**src/rtl/multicycle_controller_pkg.sv**
```systemverilog
// ----------------------------------------------------------------------------
// multicycle_controller_pkg
// Shared definitions for the multi-cycle RV32I control path. It holds the
// opcode constants, the controller state type, the datapath mux encodings and
// the ALU operation codes the controller drives.
// There are no ports. The helper isMemState() marks the states that wait on
// the memory ready handshake.
// ----------------------------------------------------------------------------
package multicycle_controller_pkg;

    // Major opcodes (instruction bits 6:0)
    localparam logic [6:0] OP_LOAD   = 7'b0000011;
    localparam logic [6:0] OP_STORE  = 7'b0100011;
    localparam logic [6:0] OP_RTYPE  = 7'b0110011;
    localparam logic [6:0] OP_ITYPE  = 7'b0010011;
    localparam logic [6:0] OP_BRANCH = 7'b1100011;
    localparam logic [6:0] OP_JAL    = 7'b1101111;

    typedef enum logic [3:0] {
        FETCH,
        DECODE,
        MEMADR,
        MEMREAD,
        MEMWB,
        MEMWRITE,
        EXECUTER,
        EXECUTEI,
        ALUWB,
        BEQ,
        JAL,
        HALT
    } stateT;

    // ALU input A select
    localparam logic [1:0] ASEL_PC    = 2'b00;
    localparam logic [1:0] ASEL_OLDPC = 2'b01;
    localparam logic [1:0] ASEL_RS1   = 2'b10;

    // ALU input B select
    localparam logic [1:0] BSEL_RS2  = 2'b00;
    localparam logic [1:0] BSEL_IMM  = 2'b01;
    localparam logic [1:0] BSEL_FOUR = 2'b10;

    // Register file write data select
    localparam logic [1:0] WDSEL_ALUOUT    = 2'b00;
    localparam logic [1:0] WDSEL_MEMDATA   = 2'b01;
    localparam logic [1:0] WDSEL_ALURESULT = 2'b10;

    localparam logic [3:0] ALU_ADD = 4'b0000;
    localparam logic [3:0] ALU_SUB = 4'b1000;

    // States that hold a memory request open until the memory accepts it
    function automatic logic isMemState(input stateT s);
        return (s == FETCH) || (s == MEMREAD) || (s == MEMWRITE);
    endfunction

endpackage

```
**src/rtl/multicycle_controller_alu_decoder.sv**
```systemverilog
// ----------------------------------------------------------------------------
// alu_decoder
// Combinational selection of the ALU operation for the current controller
// state.
//   i_state             current controller state
//   i_funct3            funct3 field of the instruction
//   i_funct7bit5        instruction bit 30
//   o_aluLogicOperation ALU operation code (same encoding as the ALU)
// ----------------------------------------------------------------------------
module alu_decoder
    import multicycle_controller_pkg::*;
(
    input  stateT      i_state,
    input  logic [2:0] i_funct3,
    input  logic       i_funct7bit5,
    output logic [3:0] o_aluLogicOperation
);

    always_comb begin
        o_aluLogicOperation = ALU_ADD;
        case (i_state)
            EXECUTER: o_aluLogicOperation = {i_funct7bit5, i_funct3};
            // For I-type ALU ops, bit 30 belongs to the immediate. It only
            // selects an operation for shifts (srli/srai). Without this,
            // addi with a negative immediate would decode as sub.
            EXECUTEI: o_aluLogicOperation = {(i_funct3 == 3'b101) ? i_funct7bit5 : 1'b0, i_funct3};
            BEQ:      o_aluLogicOperation = ALU_SUB;
            default:  o_aluLogicOperation = ALU_ADD;
        endcase
    end

endmodule

```
**src/rtl/multicycle_controller.sv**
```systemverilog
// ----------------------------------------------------------------------------
// multicycle_controller
// Moore-style control FSM that sequences one RV32I instruction (lw, sw,
// R-type, I-type ALU, beq, jal) over 3-5 states. It drives every datapath
// enable and mux select.
//   i_clk, i_rst_n       clock; asynchronous active-low reset
//   i_operand            opcode field from the instruction register
//   i_funct3             funct3 field
//   i_funct7bit5         instruction bit 30
//   i_zero               ALU zero flag (branch decision)
//   i_memReady           memory completed the current access
//   o_pcWriteEn          PC load
//   o_adrSel             memory address: 0 = PC, 1 = ALUOut
//   o_memReadEn          memory read request
//   o_memWriteEn         memory write request
//   o_irWriteEn          load instruction register and oldPC
//   o_regWriteEn         register file write
//   o_aluInputASel       00 PC, 01 oldPC, 10 rs1
//   o_aluInputBSel       00 rs2, 01 immediate, 10 constant 4
//   o_aluLogicOperation  ALU operation
//   o_regWriteDataSel    00 ALUOut, 01 memory data reg, 10 live ALU result
//   o_halted             FSM is in HALT
//   o_memTimeout         sticky: HALT was caused by a memory timeout
//   o_state              current FSM state, for debug and checkers
// ----------------------------------------------------------------------------
module multicycle_controller
    import multicycle_controller_pkg::*;
#(
    parameter bit MEM_HANDSHAKE = 1'b1,
    parameter int MEM_TIMEOUT   = 0,
    parameter bit ILLEGAL_HALT  = 1'b1
) (
    input  logic       i_clk,
    input  logic       i_rst_n,
    input  logic [6:0] i_operand,
    input  logic [2:0] i_funct3,
    input  logic       i_funct7bit5,
    input  logic       i_zero,
    input  logic       i_memReady,
    output logic       o_pcWriteEn,
    output logic       o_adrSel,
    output logic       o_memReadEn,
    output logic       o_memWriteEn,
    output logic       o_irWriteEn,
    output logic       o_regWriteEn,
    output logic [1:0] o_aluInputASel,
    output logic [1:0] o_aluInputBSel,
    output logic [3:0] o_aluLogicOperation,
    output logic [1:0] o_regWriteDataSel,
    output logic       o_halted,
    output logic       o_memTimeout,
    output stateT      o_state
);

    localparam bit TIMEOUT_EN = (MEM_TIMEOUT > 0) && MEM_HANDSHAKE;
    // Keep at least one bit so the counter is legal when the timeout is off
    localparam int CNT_W = (MEM_TIMEOUT > 0) ? $clog2(MEM_TIMEOUT + 1) : 1;
    localparam logic [CNT_W-1:0] CNT_LAST = CNT_W'((MEM_TIMEOUT > 0) ? MEM_TIMEOUT - 1 : 0);

    stateT            state;
    stateT            stateNext;
    logic [CNT_W-1:0] waitCnt;
    logic [CNT_W-1:0] waitCntNext;
    logic             memTimeoutReg;
    logic             accept;
    logic             waiting;
    logic             timeoutHit;
    logic [3:0]       aluOp;

    // With no handshake the memory always completes in one cycle
    assign accept = MEM_HANDSHAKE ? i_memReady : 1'b1;

    // Ready in the limit cycle wins, because timeoutHit requires !accept
    assign waiting     = TIMEOUT_EN && isMemState(state) && !accept;
    assign timeoutHit  = waiting && (waitCnt == CNT_LAST);
    // Outside a waiting memory state the counter is held at zero. That gives
    // the clear on entry to FETCH/MEMREAD/MEMWRITE and the clear on accept.
    assign waitCntNext = waiting ? waitCnt + CNT_W'(1) : '0;

    alu_decoder u_aluDecoder (
        .i_state             (state),
        .i_funct3            (i_funct3),
        .i_funct7bit5        (i_funct7bit5),
        .o_aluLogicOperation (aluOp)
    );

    always_ff @(posedge i_clk or negedge i_rst_n) begin
        if (!i_rst_n) begin
            state         <= FETCH;
            waitCnt       <= '0;
            memTimeoutReg <= 1'b0;
        end else begin
            state   <= stateNext;
            waitCnt <= waitCntNext;
            if (timeoutHit) begin
                memTimeoutReg <= 1'b1;
            end
        end
    end

    always_comb begin
        stateNext           = state;
        o_pcWriteEn         = 1'b0;
        o_adrSel            = 1'b0;
        o_memReadEn         = 1'b0;
        o_memWriteEn        = 1'b0;
        o_irWriteEn         = 1'b0;
        o_regWriteEn        = 1'b0;
        o_aluInputASel      = ASEL_PC;
        o_aluInputBSel      = BSEL_RS2;
        o_aluLogicOperation = aluOp;
        o_regWriteDataSel   = WDSEL_ALUOUT;
        o_halted            = 1'b0;
        o_memTimeout        = memTimeoutReg;

        case (state)
            FETCH: begin
                o_memReadEn       = 1'b1;
                o_aluInputBSel    = BSEL_FOUR;
                o_regWriteDataSel = WDSEL_ALURESULT;
                o_irWriteEn       = accept;
                o_pcWriteEn       = accept;
                if (accept) begin
                    stateNext = DECODE;
                end else if (timeoutHit) begin
                    stateNext = HALT;
                end
            end
            DECODE: begin
                o_aluInputASel = ASEL_OLDPC;
                o_aluInputBSel = BSEL_IMM;
                case (i_operand)
                    OP_LOAD, OP_STORE: stateNext = MEMADR;
                    OP_RTYPE:          stateNext = EXECUTER;
                    OP_ITYPE:          stateNext = EXECUTEI;
                    OP_BRANCH:         stateNext = BEQ;
                    OP_JAL:            stateNext = JAL;
                    default:           stateNext = ILLEGAL_HALT ? HALT : FETCH;
                endcase
            end
            MEMADR: begin
                o_aluInputASel = ASEL_RS1;
                o_aluInputBSel = BSEL_IMM;
                stateNext      = (i_operand == OP_STORE) ? MEMWRITE : MEMREAD;
            end
            MEMREAD: begin
                o_adrSel    = 1'b1;
                o_memReadEn = 1'b1;
                if (accept) begin
                    stateNext = MEMWB;
                end else if (timeoutHit) begin
                    stateNext = HALT;
                end
            end
            MEMWB: begin
                o_regWriteEn      = 1'b1;
                o_regWriteDataSel = WDSEL_MEMDATA;
                stateNext         = FETCH;
            end
            MEMWRITE: begin
                o_adrSel     = 1'b1;
                o_memWriteEn = 1'b1;
                if (accept) begin
                    stateNext = FETCH;
                end else if (timeoutHit) begin
                    stateNext = HALT;
                end
            end
            EXECUTER: begin
                o_aluInputASel = ASEL_RS1;
                o_aluInputBSel = BSEL_RS2;
                stateNext      = ALUWB;
            end
            EXECUTEI: begin
                o_aluInputASel = ASEL_RS1;
                o_aluInputBSel = BSEL_IMM;
                stateNext      = ALUWB;
            end
            ALUWB: begin
                o_regWriteEn = 1'b1;
                stateNext    = FETCH;
            end
            BEQ: begin
                // Every branch funct3 is handled as beq
                o_aluInputASel = ASEL_RS1;
                o_aluInputBSel = BSEL_RS2;
                o_pcWriteEn    = i_zero;
                stateNext      = FETCH;
            end
            JAL: begin
                // ALUOut holds the target from DECODE. The live ALU computes
                // oldPC+4, which ALUWB then writes to rd.
                o_aluInputASel = ASEL_OLDPC;
                o_aluInputBSel = BSEL_FOUR;
                o_pcWriteEn    = 1'b1;
                stateNext      = ALUWB;
            end
            HALT: begin
                o_halted  = 1'b1;
                stateNext = HALT;
            end
            default: stateNext = FETCH;
        endcase

        // While reset is asserted, requests drop immediately without
        // waiting for a clock edge
        if (!i_rst_n) begin
            o_pcWriteEn         = 1'b0;
            o_adrSel            = 1'b0;
            o_memReadEn         = 1'b0;
            o_memWriteEn        = 1'b0;
            o_irWriteEn         = 1'b0;
            o_regWriteEn        = 1'b0;
            o_aluInputASel      = 2'b00;
            o_aluInputBSel      = 2'b00;
            o_aluLogicOperation = 4'b0000;
            o_regWriteDataSel   = 2'b00;
            o_halted            = 1'b0;
            o_memTimeout        = 1'b0;
        end
    end

    assign o_state = state;

endmodule

```
**config.mk**
```make
export PLATFORM = sky130hd
export DESIGN_NAME = multicycle_controller
export DESIGN_NICKNAME = d
export VERILOG_FILES = /design/src/rtl/multicycle_controller_pkg.sv /design/src/rtl/multicycle_controller_alu_decoder.sv /design/src/rtl/multicycle_controller.sv
export SDC_FILE = /design/constraint.sdc
export NUM_CORES = 1
export LEC_CHECK = 0
export CAP_MARGIN = 0
export CORE_MARGIN = 2
export CORE_UTILIZATION = 40
export CTS_BUF_LIST = sky130_fd_sc_hd__clkbuf_8
export CTS_CLUSTER_DIAMETER = 120
export CTS_CLUSTER_SIZE = 8
export DETAILED_ROUTE_END_ITERATION = 16
export HOLD_SLACK_MARGIN = 0.05
export PLACE_DENSITY = 0.82
export SYNTH_ARGS = -nofsm -noshare
export SYNTH_HDL_FRONTEND = slang
export SYNTH_SLANG_ARGS = --single-unit
export TNS_END_PERCENT = 100
```
**constraint.sdc**
```tcl
create_clock -name i_clk -period 3.06 [get_ports i_clk]
set_input_delay 0.306 -clock i_clk [delete_from_list [all_inputs] [get_ports i_clk]]
set_output_delay 0.306 -clock i_clk [all_outputs]
set_load 0.02 [all_outputs]
```
==> impl_metrics.json <==
{
  "drtIter0Drc": 10,
  "grt.total_usage": 0.189,
  "grt_max_degree": 22,
  "yosysWarningCount": 0,
  "hold_path_class": "input port to async pin",
  "ios": 37,
  "vias": 754,
  "max-cap-violations": 0,
  "clkSinkCount": 4,
  "synth_cell_types": 39,
  "clock_path_buffers": 2,
  "placedCellCount": 133,
  "clk_pin_slew_ps": 30,
  "fin_worst_skew_ps": 5.15,
  "start_util": 0.412,
  "ctsResizeCount": 0,
  "synth_area_per_cell_um2": 6.82,
  "cts_tree": "yes",
  "drv_slew": 0,
  "htree_levels": 1,
  "max_freq_mhz": 399,
  "gr-total-overflow": 0,
  "synthFlopType": "dfrtp_1",
  "async_reset_ff_frac": 1.00,
  "fin_crit_ps": 2500,
  "fp.dieH_um": 43.0,
  "mostFrequentLayoutCells": "35 x clkdlybuf4s50_1, 11 x nand2_1, 7 x nor2_1",
  "peakVddDrop_mv": 0.633,
  "p_per_area_mw_per_mm2": 836,
  "gp_congestion": 0.873,
  "drt-wirelength-per-cell_um": 12.2,
  "die_area_mm2": 0.00184,
  "cp_slowest_cell": "dfrtp_1",
  "rows": 14,
  "hold_violations": 0,
  "coreArea_mm2": 0.00147,
  "drt_wl_total_um": 1670,
  "nets": 137,
  "grt_pass1_wl_um": 2660,
  "first_pass_iters": 4,
  "grt_pass1_vias": 639,
  "leakage_nw": 0.400,
  "crit_path_max_incr_delay_ps": 590,
  "synth-edff-count": 0,
  "antenna_cells": 0,
  "fin_cells": 136,
  "cts_inserted_buffers": 3,
  "status": "finished clean",
  "period_share": 0.819,
  "clockRootBuffer": "clkbuf_8",
  "rsz0062_at_grt": "no",
  "drive_gt1_frac": 0.0417,
  "viasPerCell": 5.54,
  "ys_seq_area_frac": 0.165,
  "port-buffer-count": 35,
  "hpwl_um": 1310,
  "setup_viol": 0,
  "cp_data_required_time_ps": 2750,
  "relSlewSlack": 0.573,
  "largest_reg_flops": 4,
  "critPathLaunchType": "register",
  "finalSetupTns_ps": 0,
  "drc": 0,
  "antenna_found_initial": 0,
  "total_power_w": 0.000821,
  "synthesis.nets": 104,
  "crit_fanout": 15,
  "fin_hold_ws_ps": 362,
  "worst_slew_pin_slew_ps": 640,
  "die_w_um": 43.0,
  "hold_buffers": 0,
  "end_kind": "output pin",
  "critical_path.cell_chain": "inv_1 -> nor4_1 -> o21a_1 -> clkdlybuf4s50_1",
  "n_fill_cell": 138,
  "synth-seq-cells": 4,
  "cts_setup_buffers": 0,
  "crit_type": "register to output pin",
  "fin_area_um2": 982,
  "final_common_cell": "clkdlybuf4s50_1",
  "worstPathArrival_ps": 2200,
  "clkLatencyLatePin_ps": 220,
  "ant_nets": 0,
  "netlist_instances": 89,
  "placedInstanceArea_um2": 941,
  "area_growth_pct": 61.9,
  "synth_area_um2": 607
}
==> cells by family (layout without fill, tap and decap cells) <==
family | count (synthesis) | in the layout | synth area share
AO/OA/AOI/OAI | 24 | 24 | 0.258
other | 1 | 1 | 0.00618
AND/OR/NAND/NOR | 48 | 48 | 0.456
XOR/XNOR | 3 | 3 | 0.0433
flip-flops | 4 | 4 | 0.165
buffers and inverters | 9 | 40 | 0.0722
==> cells in the mapped netlist, types with 2 or more instances <==
cell / number / share of area
nor2_1: 7 / 0.043
xor2_1: 2 / 0.029
and3_1: 6 / 0.062
o21ai_1: 5 / 0.041
and2_1: 3 / 0.031
buf_2: 5 / 0.041
a21oi_1: 4 / 0.033
nand2_1: 11 / 0.068
nand2b_1: 3 / 0.031
o21ai_0: 3 / 0.025
inv_1: 2 / 0.012
nand3_1: 2 / 0.016
dfrtp_1: 4 / 0.16
o21a_1: 3 / 0.037
nor3_1: 4 / 0.033
a31oi_1: 2 / 0.021
==> area by class of cell <==
class                   instances  area, um2  share of cell area
clock buffers                   3       41.3              0.0420
inverters                       2       7.51             0.00764
multi-input cells              76        463               0.471
flip-flops and latches          4        100               0.102
well taps                      16       20.0              0.0204
repair buffers                 35        350               0.357
==> worst max-delay path: cells and delay by family (launching register included) <==
| kind | cells | cell delay, ps |
|---|---|---|
| compound gates | 1 | 180 |
| buf+inv | 2 | 810 |
| flops | 1 | 590 |
| simple gates | 1 | 410 |
==> per-layer routing <==
layer | vias to the layer above | track usage | wire [um]
met1 | 329 | 0.225 | 728
li1 | 388 | - | -
met2 | 35 | 0.315 | 795
met4 | 0 | 0.0909 | 21
met3 | 2 | 0.0468 | 120
met5 | - | 0 | 0
==> final timing paths <==
path / startpoint / to / slack (ps) / depth (start not counted)
setup / recovery: o_state[0] / o_aluLogicOperation[3] / 560 / 4
hold / removal: i_rst_n / o_state[0] / 360 / 1
setup reg to reg: o_state[1] / o_state[0] / 1260 / 4
hold reg to reg: o_state[1] / o_state[3] / 850 / 2
max in group asynchronous: i_rst_n / o_state[3] / 2440 / 1
min in group i_clk: i_operand[4] / o_state[2] / 830 / 3
==> power by group <==
group / internal (W) / switching, W / total (W)
clock: 0.0000837 / 0.0000253 / 0.000109
sequential: 0.0000759 / 0.000102 / 0.000178
combinational: 0.000264 / 0.000271 / 0.000535
==> per-stage QoR <==
| step | worst slack [ps] | util |
|---|---|---|
| finish | 555 | 0.668 |
| global route | 382 | 0.668 |
| CTS | 541 | 0.668 |
| detailed placement | 572 | 0.639 |
| global placement | 670 | 0.639 |
| floorplan | 1020 | - |
Note: power is estimated with default switching activity, not from simulation.
